===== src/rtl/rst_seq_pkg.sv =====
// Shared types and constants for the staged reset sequencer (rst_seq) and its
// reset synchronizer.
package rst_seq_pkg;

  localparam int unsigned SYNC_STAGES = 2;

  typedef enum logic [2:0] {
    ST_ASSERT  = 3'd0,
    ST_HOLD    = 3'd1,
    ST_RELEASE = 3'd2,
    ST_RUN     = 3'd3,
    ST_DONE    = 3'd4
  } state_e;

  // Smallest counter width able to hold max_val (at least one bit).
  function automatic int unsigned cnt_width(input int unsigned max_val);
    return (max_val == 32'd0) ? 32'd1 : $clog2(max_val + 32'd1);
  endfunction

endpackage


===== src/rtl/rst_sync.sv =====
// Reset synchronizer: asserts asynchronously, deasserts after SYNC_STAGES
// rising edges of clk_i.
module rst_sync
  import rst_seq_pkg::*;
(
  input  logic clk_i,
  input  logic rst_ni,
  output logic rst_no
);

  logic [SYNC_STAGES-1:0] sync_q;

  // Shift a constant one through the chain once reset is released.
  always_ff @(posedge clk_i or negedge rst_ni) begin
    if (!rst_ni) begin
      sync_q <= '0;
    end else begin
      sync_q <= {sync_q[SYNC_STAGES-2:0], 1'b1};
    end
  end

  assign rst_no = sync_q[SYNC_STAGES-1];

endmodule


===== src/rtl/rst_seq.sv =====
// Staged multi-channel reset sequencer with an optional run-cycle budget,
// enabled by defining RST_SEQ_RUN_LIMIT_EN.
module rst_seq
  import rst_seq_pkg::*;
#(
  parameter int unsigned NUM_CH      = 2,
  parameter int unsigned HOLD_CYC    = 16,
  parameter int unsigned STAGGER_CYC = 4,
  parameter int unsigned CNT_W       = 24
) (
  input  logic              sysclk,
  input  logic              cpu_resetn,
  input  logic              soft_rst_req,
  input  logic [CNT_W-1:0]  run_limit,
  output logic [NUM_CH-1:0] ch_rst_n,
  output logic              all_released,
  output logic [CNT_W-1:0]  run_cnt,
  output logic              run_done
);

  localparam int unsigned REL_SPAN = (NUM_CH - 32'd1) * STAGGER_CYC;
  localparam int unsigned HW       = cnt_width(HOLD_CYC - 32'd1);
  localparam int unsigned SW       = cnt_width(REL_SPAN);
  localparam logic [HW-1:0] HOLD_LAST = HW'(HOLD_CYC - 32'd1);
  localparam logic [SW-1:0] REL_LAST  = SW'(REL_SPAN);

  logic              sync_rst_n_s;
  state_e            state_q, state_d;
  logic [HW-1:0]     hold_q, hold_d;
  logic [SW-1:0]     stag_q, stag_d;
  logic [NUM_CH-1:0] ch_q, ch_d;
  logic              all_q, all_d;
  logic [CNT_W-1:0]  cnt_q, cnt_d;
  logic              done_q, done_d;
`ifdef RST_SEQ_RUN_LIMIT_EN
  logic [CNT_W-1:0]  limit_q, limit_d;
`else
  logic              unused_run_limit_s;
  assign unused_run_limit_s = ^run_limit;
`endif

  rst_sync u_rst_sync (
    .clk_i  (sysclk),
    .rst_ni (cpu_resetn),
    .rst_no (sync_rst_n_s)
  );

  // Channels whose release offset has been reached at stagger count s.
  function automatic logic [NUM_CH-1:0] rel_mask(input logic [SW-1:0] s);
    logic [NUM_CH-1:0] m;
    m = '0;
    for (int i = 0; i < NUM_CH; i++) begin
      m[i] = (32'(s) >= (32'(i) * STAGGER_CYC));
    end
    return m;
  endfunction

  // Sequencer next-state and output computation.
  always_comb begin
    state_d = state_q;
    hold_d  = hold_q;
    stag_d  = stag_q;
    ch_d    = ch_q;
    cnt_d   = cnt_q;
    done_d  = done_q;
`ifdef RST_SEQ_RUN_LIMIT_EN
    limit_d = limit_q;
`endif
    if (soft_rst_req && (state_q != ST_ASSERT)) begin
      state_d = ST_HOLD;
      hold_d  = '0;
      stag_d  = '0;
      ch_d    = '0;
      cnt_d   = '0;
      done_d  = 1'b0;
    end else begin
      case (state_q)
        ST_ASSERT: begin
          if (sync_rst_n_s) begin
            state_d = ST_HOLD;
            hold_d  = '0;
          end else begin
            state_d = ST_ASSERT;
          end
        end
        ST_HOLD: begin
          if (hold_q == HOLD_LAST) begin
            stag_d = '0;
            ch_d   = rel_mask('0);
            // A single channel is fully released on RELEASE entry itself.
            if (NUM_CH == 32'd1) begin
              state_d = ST_RUN;
              cnt_d   = '0;
`ifdef RST_SEQ_RUN_LIMIT_EN
              limit_d = run_limit;
`endif
            end else begin
              state_d = ST_RELEASE;
            end
          end else begin
            hold_d = hold_q + HW'(1);
          end
        end
        ST_RELEASE: begin
          stag_d = stag_q + SW'(1);
          ch_d   = ch_q | rel_mask(stag_d);
          if (stag_d == REL_LAST) begin
            state_d = ST_RUN;
            cnt_d   = '0;
`ifdef RST_SEQ_RUN_LIMIT_EN
            limit_d = run_limit;
`endif
          end else begin
            state_d = ST_RELEASE;
          end
        end
        ST_RUN: begin
`ifdef RST_SEQ_RUN_LIMIT_EN
          if ((limit_q != '0) && (cnt_q == (limit_q - CNT_W'(1)))) begin
            state_d = ST_DONE;
            cnt_d   = limit_q;
            done_d  = 1'b1;
          end else if (cnt_q != '1) begin
            cnt_d = cnt_q + CNT_W'(1);
          end else begin
            cnt_d = cnt_q;
          end
`else
          state_d = ST_RUN;
`endif
        end
        ST_DONE: begin
          state_d = ST_DONE;
        end
        default: begin
          state_d = ST_ASSERT;
        end
      endcase
    end
    all_d = &ch_d;
  end

  // State and output registers; cpu_resetn clears everything without a clock.
  always_ff @(posedge sysclk or negedge cpu_resetn) begin
    if (!cpu_resetn) begin
      state_q <= ST_ASSERT;
      hold_q  <= '0;
      stag_q  <= '0;
      ch_q    <= '0;
      all_q   <= 1'b0;
      cnt_q   <= '0;
      done_q  <= 1'b0;
`ifdef RST_SEQ_RUN_LIMIT_EN
      limit_q <= '0;
`endif
    end else begin
      state_q <= state_d;
      hold_q  <= hold_d;
      stag_q  <= stag_d;
      ch_q    <= ch_d;
      all_q   <= all_d;
      cnt_q   <= cnt_d;
      done_q  <= done_d;
`ifdef RST_SEQ_RUN_LIMIT_EN
      limit_q <= limit_d;
`endif
    end
  end

  assign ch_rst_n     = ch_q;
  assign all_released = all_q;
  assign run_cnt      = cnt_q;
  assign run_done     = done_q;

endmodule


===== config.mk =====
export PLATFORM = sky130hd
export DESIGN_NAME = rst_seq
export DESIGN_NICKNAME = d
export VERILOG_FILES = /design/src/rtl/rst_seq_pkg.sv /design/src/rtl/rst_sync.sv /design/src/rtl/rst_seq.sv
export SDC_FILE = /design/constraint.sdc
export NUM_CORES = 1
export LEC_CHECK = 0
export CAP_MARGIN = 10
export CELL_PAD_IN_SITES_DETAIL_PLACEMENT = 1
export CELL_PAD_IN_SITES_GLOBAL_PLACEMENT = 1
export CORE_MARGIN = 4
export CORE_UTILIZATION = 28
export CTS_BUF_LIST = sky130_fd_sc_hd__clkbuf_4
export CTS_CLUSTER_DIAMETER = 50
export CTS_CLUSTER_SIZE = 16
export DETAILED_ROUTE_END_ITERATION = 8
export PLACE_DENSITY_LB_ADDON = 0.1
export SYNTH_ARGS = -nofsm -noshare
export SYNTH_HDL_FRONTEND = slang
export SYNTH_SLANG_ARGS = --single-unit

===== constraint.sdc =====
create_clock -name sysclk -period 1.65 [get_ports sysclk]
set_input_delay 0.165 -clock sysclk [delete_from_list [all_inputs] [get_ports sysclk]]
set_output_delay 0.165 -clock sysclk [all_outputs]
set_load 0.02 [all_outputs]

# After elaboration in Yosys (flattened, before gate mapping)
# Cells that the tools add are included.
# word_totals
register_bits,39
in_bits,27
output_inout_bits,28
wordCells,49
# op_classes
addsub,2
order_cmp,1
n_eq_ne,9
n_mux,18
n_bitwise,1
n_reduce_logical,11
# op_table
operator,count
24-bit two-way mux,3
3-bit one-hot mux with 5 select lines,1
3-bit two-way mux,4
4-bit two-way mux,3
3-bit nonzero test,3
4-bit one-hot mux with 2 select lines,1
3-bit by 2-bit == test with 1-bit output (second input constant),2
3-bit == test (second input constant),2
3-bit != test (second input constant),2
3-bit one-hot mux with 2 select lines,1
2-bit AND reduction,3
4-bit by 1-bit adder with 4-bit output (second input constant),1
4-bit == test (second input constant),1
2-bit two-way mux,2
2-bit one-hot mux with 2 select lines,1
2-bit nonzero test,2
3-bit by 1-bit adder with 3-bit output (second input constant),1
3-bit by 1-bit == test with 1-bit output (second input constant),1
3-bit greater-or-equal comparator (second input constant),1
3-bit zero test,1
3-bit by 2-bit != test with 1-bit output (second input constant),1
3-bit AND reduction,1
1-bit two-way mux,2
2-bit bitwise OR,1
1-bit logical AND,1

# Depth between registers and ports, before layout
# logic_depth
depth_word,6
depth_mapped,5
mapped_depth_nobuf,5

# Cells and area by module
# A second synthesis with hierarchy kept.
# unflattened
cells_unflattened,102
hier_area_um2,982.2
# by_module_without_submodules
module,n_inst,cells_each,area_per_inst_um2,seq_area_each_um2
rst_seq,1,99,928.4,325.3
rst_sync,1,3,53.8,50.0

# Worst setup path after synthesis
# Ideal clock, no wire load.
# synth_timing
path_type,reg2reg
from,register state_q[1]
to,register hold_q[1]
setup_ps,66
arrival_time_ps,1355
required_ps,1584
setup_slack_ps,229
stages_incl_launch_ff,5
n_path_buf,1
period_less_slack_ps,1421
cell_sequence,dfrtp_1 -> buf_6 -> or4b_4 -> o211ai_1 -> a32o_2
# synth_via
elab_chain_len,4
word_cells_on_any_way,10
classes_between,eq/ne (3); mux (2); reduce/logical (5)
# synth_rtl
element,line,text
"start, declared",rst_seq.sv:28,"state_e state_q, state_d;"
"start signal, assigned",rst_seq.sv:157,state_q <= state_d;
3-bit nonzero test,rst_seq.sv:69,if (soft_rst_req && (state_q != ST_ASSERT)) begin
1-bit logical AND,rst_seq.sv:69,
3-bit by 2-bit != test with 1-bit output (no source line) (tied with other cells),--,
3-bit AND reduction (no source line),--,
"end signal, assigned",rst_seq.sv:158,hold_q <= hold_d;
"end, declared",rst_seq.sv:29,"logic [HW-1:0] hold_q, hold_d;"
# Several ways; a longest one is shown, not always the timed one.
# A chain may end at the register's enable or synchronous reset.

# Worst setup path after layout
# layout_timing
from,register state_q[0]
to,register stag_q[0]
# layout_via
elab_chain_len,4
word_cells_on_any_way,9
classes_between,eq/ne (3); mux (2); reduce/logical (4)
# layout_rtl
element,line,text
3-bit nonzero test,rst_seq.sv:69,
1-bit logical AND,rst_seq.sv:69,
3-bit != test (no source line) or 3-bit nonzero test (tied branches),--,
2-bit AND reduction (no source line),--,
"end signal, assigned",rst_seq.sv:159,stag_q <= stag_d;
"end, declared",rst_seq.sv:30,"logic [SW-1:0] stag_q, stag_d;"
# Several ways; a longest one is shown, not always the timed one.

==> metrics.txt <==
CTS tree=done; min Tclk post-route=1.538 ns; die height=66.58 um; R2R Path Start=state_q[0]$_DFFE_PN0P_; Slew Limit Headroom=0.6680; CTS Buffer Depth=2; Worst-Margin Slew=0.4911 ns; Syn-to-layout area delta=5.078%; vias in the first global route=607; layout cells sized above 1=0.1495; setup slack after layout=0.1117 ns; core area=0.003337 mm2; PwrDens=773.6 mW/mm2; FMAX=650.1 MHz; complex-gate fraction of the synthesized area=0.1810; IO buf count=5; Post-Syn Area=960.9 um2; DR DRC count=0; predominant post-synthesis flop cell=dfrtp_1; Worst VDD drop=0.0002684 V; Die W=66.58 um; Synth async-reset ratio=1.000; GRT overflow=0; Final Util=0.3026; total negative setup slack=0 ns; final setup vio count=0; Cell Rows=21; ant diodes=0; synthesized instance count=98; Total Wirelength=1726 um; fillers=402; I/O pin count=55; RSZ-0062 raised after global routing=false; # H-tree levels=1; via density per instance=4.222; xor/xnor share of the synthesized area=0; DR pass1 iterations=4; Placer Congestion=0.7270; Initial Util=0.2880; placed cell areas=979.7 um2; critical path startpoint=state_q[0]$_DFFE_PN0P_; fin. max-slew vios=0; post-synthesis simple-gate area fraction=0.1328; Hold Vio Cnt, Final=0; post-synth cell types=36; TritonCTS Buffers=3; Avg WL per Cell=11.28 um; Final nets=138; pre-CTS setup slack=0.01225 ns; Max Cap Violations=0; Routed Antenna Nets=0; Die ar.=0.004433 mm2; status=finished clean; WP data required=1.87 ns; Startpoint Class=flip-flop; multi-input logic area=436.7 um2; syn avg cell area=9.805 um2; total power draw=781.1 uW; post-synthesis mux area share=0; CP Max Fanout=11; sequential area share after synthesis=0.3906; clk slew on worst S/H paths=0.10 ns; setup bufs post-CTS=0; leak pwr=0.4746 nW; DR iter-0 viols=7; initial antenna violation count=0; DP HPWL=1367 um; critical path type=flip-flop to flip-flop; CP Capture Type=flip-flop; Post-synth EDFFs=0; post-CTS sizing=0; Synth warnings=0; final instance area=0.001010 mm2; CTS root buf=clkbuf_4; CTS Sinks=15; clk_skew=0.003591 ns; Yosys reg bits=15; arrival time worst endpoint=1.76 ns; first-pass GRT wire length=2766 um; Reg area=375.4 um2; Final Cycle Share=0.9323; worst skew pair latency=0.29 ns; largest net degree at the start of global routing=16; via count=646; post-synthesis adder-cell area fraction=0.03906; largest family of logic cells by synthesized area=buffers and inverters; CTS hold repair buffers=0; global-route usage over all layers=0.08354; Hold Crit Class=input pin to async pin
[logic make-up (layout without fill, tap and decap cells)]
logic type,Yosys count,count (layout)
adder cells (fa/ha/maj),3,3
AO/OA/AOI/OAI,23,23
AND/OR/NAND/NOR,21,21
buffers and inverters,34,19
flip-flops,15,15
other,2,26
[cell usage after synthesis, types with 2 or more instances]
library cell	instances	area, um2
nor2_1	3	11.26
o21ba_2	2	20.02
inv_1	4	15.01
a31oi_1	3	18.77
a21o_1	2	15.01
and3_1	2	12.51
dfrtp_1	15	375.4
ha_1	3	37.54
nand3_1	2	10.01
nand2_1	4	15.01
buf_6	2	22.52
buf_2	2	10.01
o21bai_1	2	15.01
conb_1	2	7.510
o32ai_1	2	17.52
buf_4	25	187.7
a21oi_1	3	15.01
nor3_1	2	10.01
[metrics by stage]
stage               instances  hold WS [ns]
floorplan                 122       -0.1306
global placement          149        0.3350
detailed placement        149        0.3358
CTS                       153        0.1918
global route              153        0.2026
finish                    153        0.1902
[cell type report]
| class | count | area share |
|---|---|---|
| inverter | 4 | 0.01487 |
| timing repair buffer | 11 | 0.09418 |
| clock buffer | 4 | 0.02974 |
| sequential | 15 | 0.3717 |
| multi-input combinational | 73 | 0.4325 |
| tap | 46 | 0.05700 |
[per-layer routing]
layer,track usage,share of wire,wire [um],vias up
li1,-,-,-,313
met1,0.1052,0.47,804,305
met2,0.1349,0.45,779,26
met3,0.01855,0.071,122,2
met4,0.03807,0.011,19,0
met5,0,0,0,-
[registers in the layout, indices dropped and copies added (netlist names)]
name,count
ch_rst_n,2
state_q,3
hold_q,4
u_rst_sync.sync_q,2
all_released,1
stag_q,3
[where the power goes]
group	total [mW]	switching (mW)	leakage (nW)	internal, mW
sequential	0.405	0.0207	0.200	0.384
clock	0.238	0.127	0.0184	0.110
combinational	0.139	0.0913	0.257	0.0477
[worst paths after layout]
check	to	slack, ns	cells past startpoint
max	stag_q[0]$_DFFE_PN0P_	0.11	3
min	state_q[2]$_DFFE_PN0P_	0.19	2
max reg2reg	stag_q[0]$_DFFE_PN0P_	0.11	3
min reg2reg	u_rst_sync.sync_q[1]$_DFF_PN0_	0.36	0
max in group asynchronous	ch_rst_n[1]$_DFF_PN0_	1.28	2
min in group sysclk	u_rst_sync.sync_q[1]$_DFF_PN0_	0.36	0
[worst max-delay path, cell delays in order (launching register included)]
cell and delay, ns:
dfrtp_1 0.50, or3b_1 0.54, or3_1 0.34, o21ai_1 0.08
[placed cells by master (no fill, tap or decap), types with 2 or more instances in the layout]
master | Yosys | layout
a21o_1 | 2 | 2
a21oi_1 | 3 | 3
a31oi_1 | 3 | 3
and3_1 | 2 | 2
buf_4 | 25 | 6
clkbuf_4 | 0 | 4
clkdlybuf4s50_1 | 0 | 5
conb_1 | 2 | 26
dfrtp_1 | 15 | 15
ha_1 | 3 | 3
inv_1 | 4 | 4
nand2_1 | 4 | 4
nand3_1 | 2 | 2
nor2_1 | 3 | 3
nor3_1 | 2 | 2
o21ba_2 | 2 | 2
o21bai_1 | 2 | 2
o32ai_1 | 2 | 2
No activity file was read; power rests on OpenSTA's default activity.
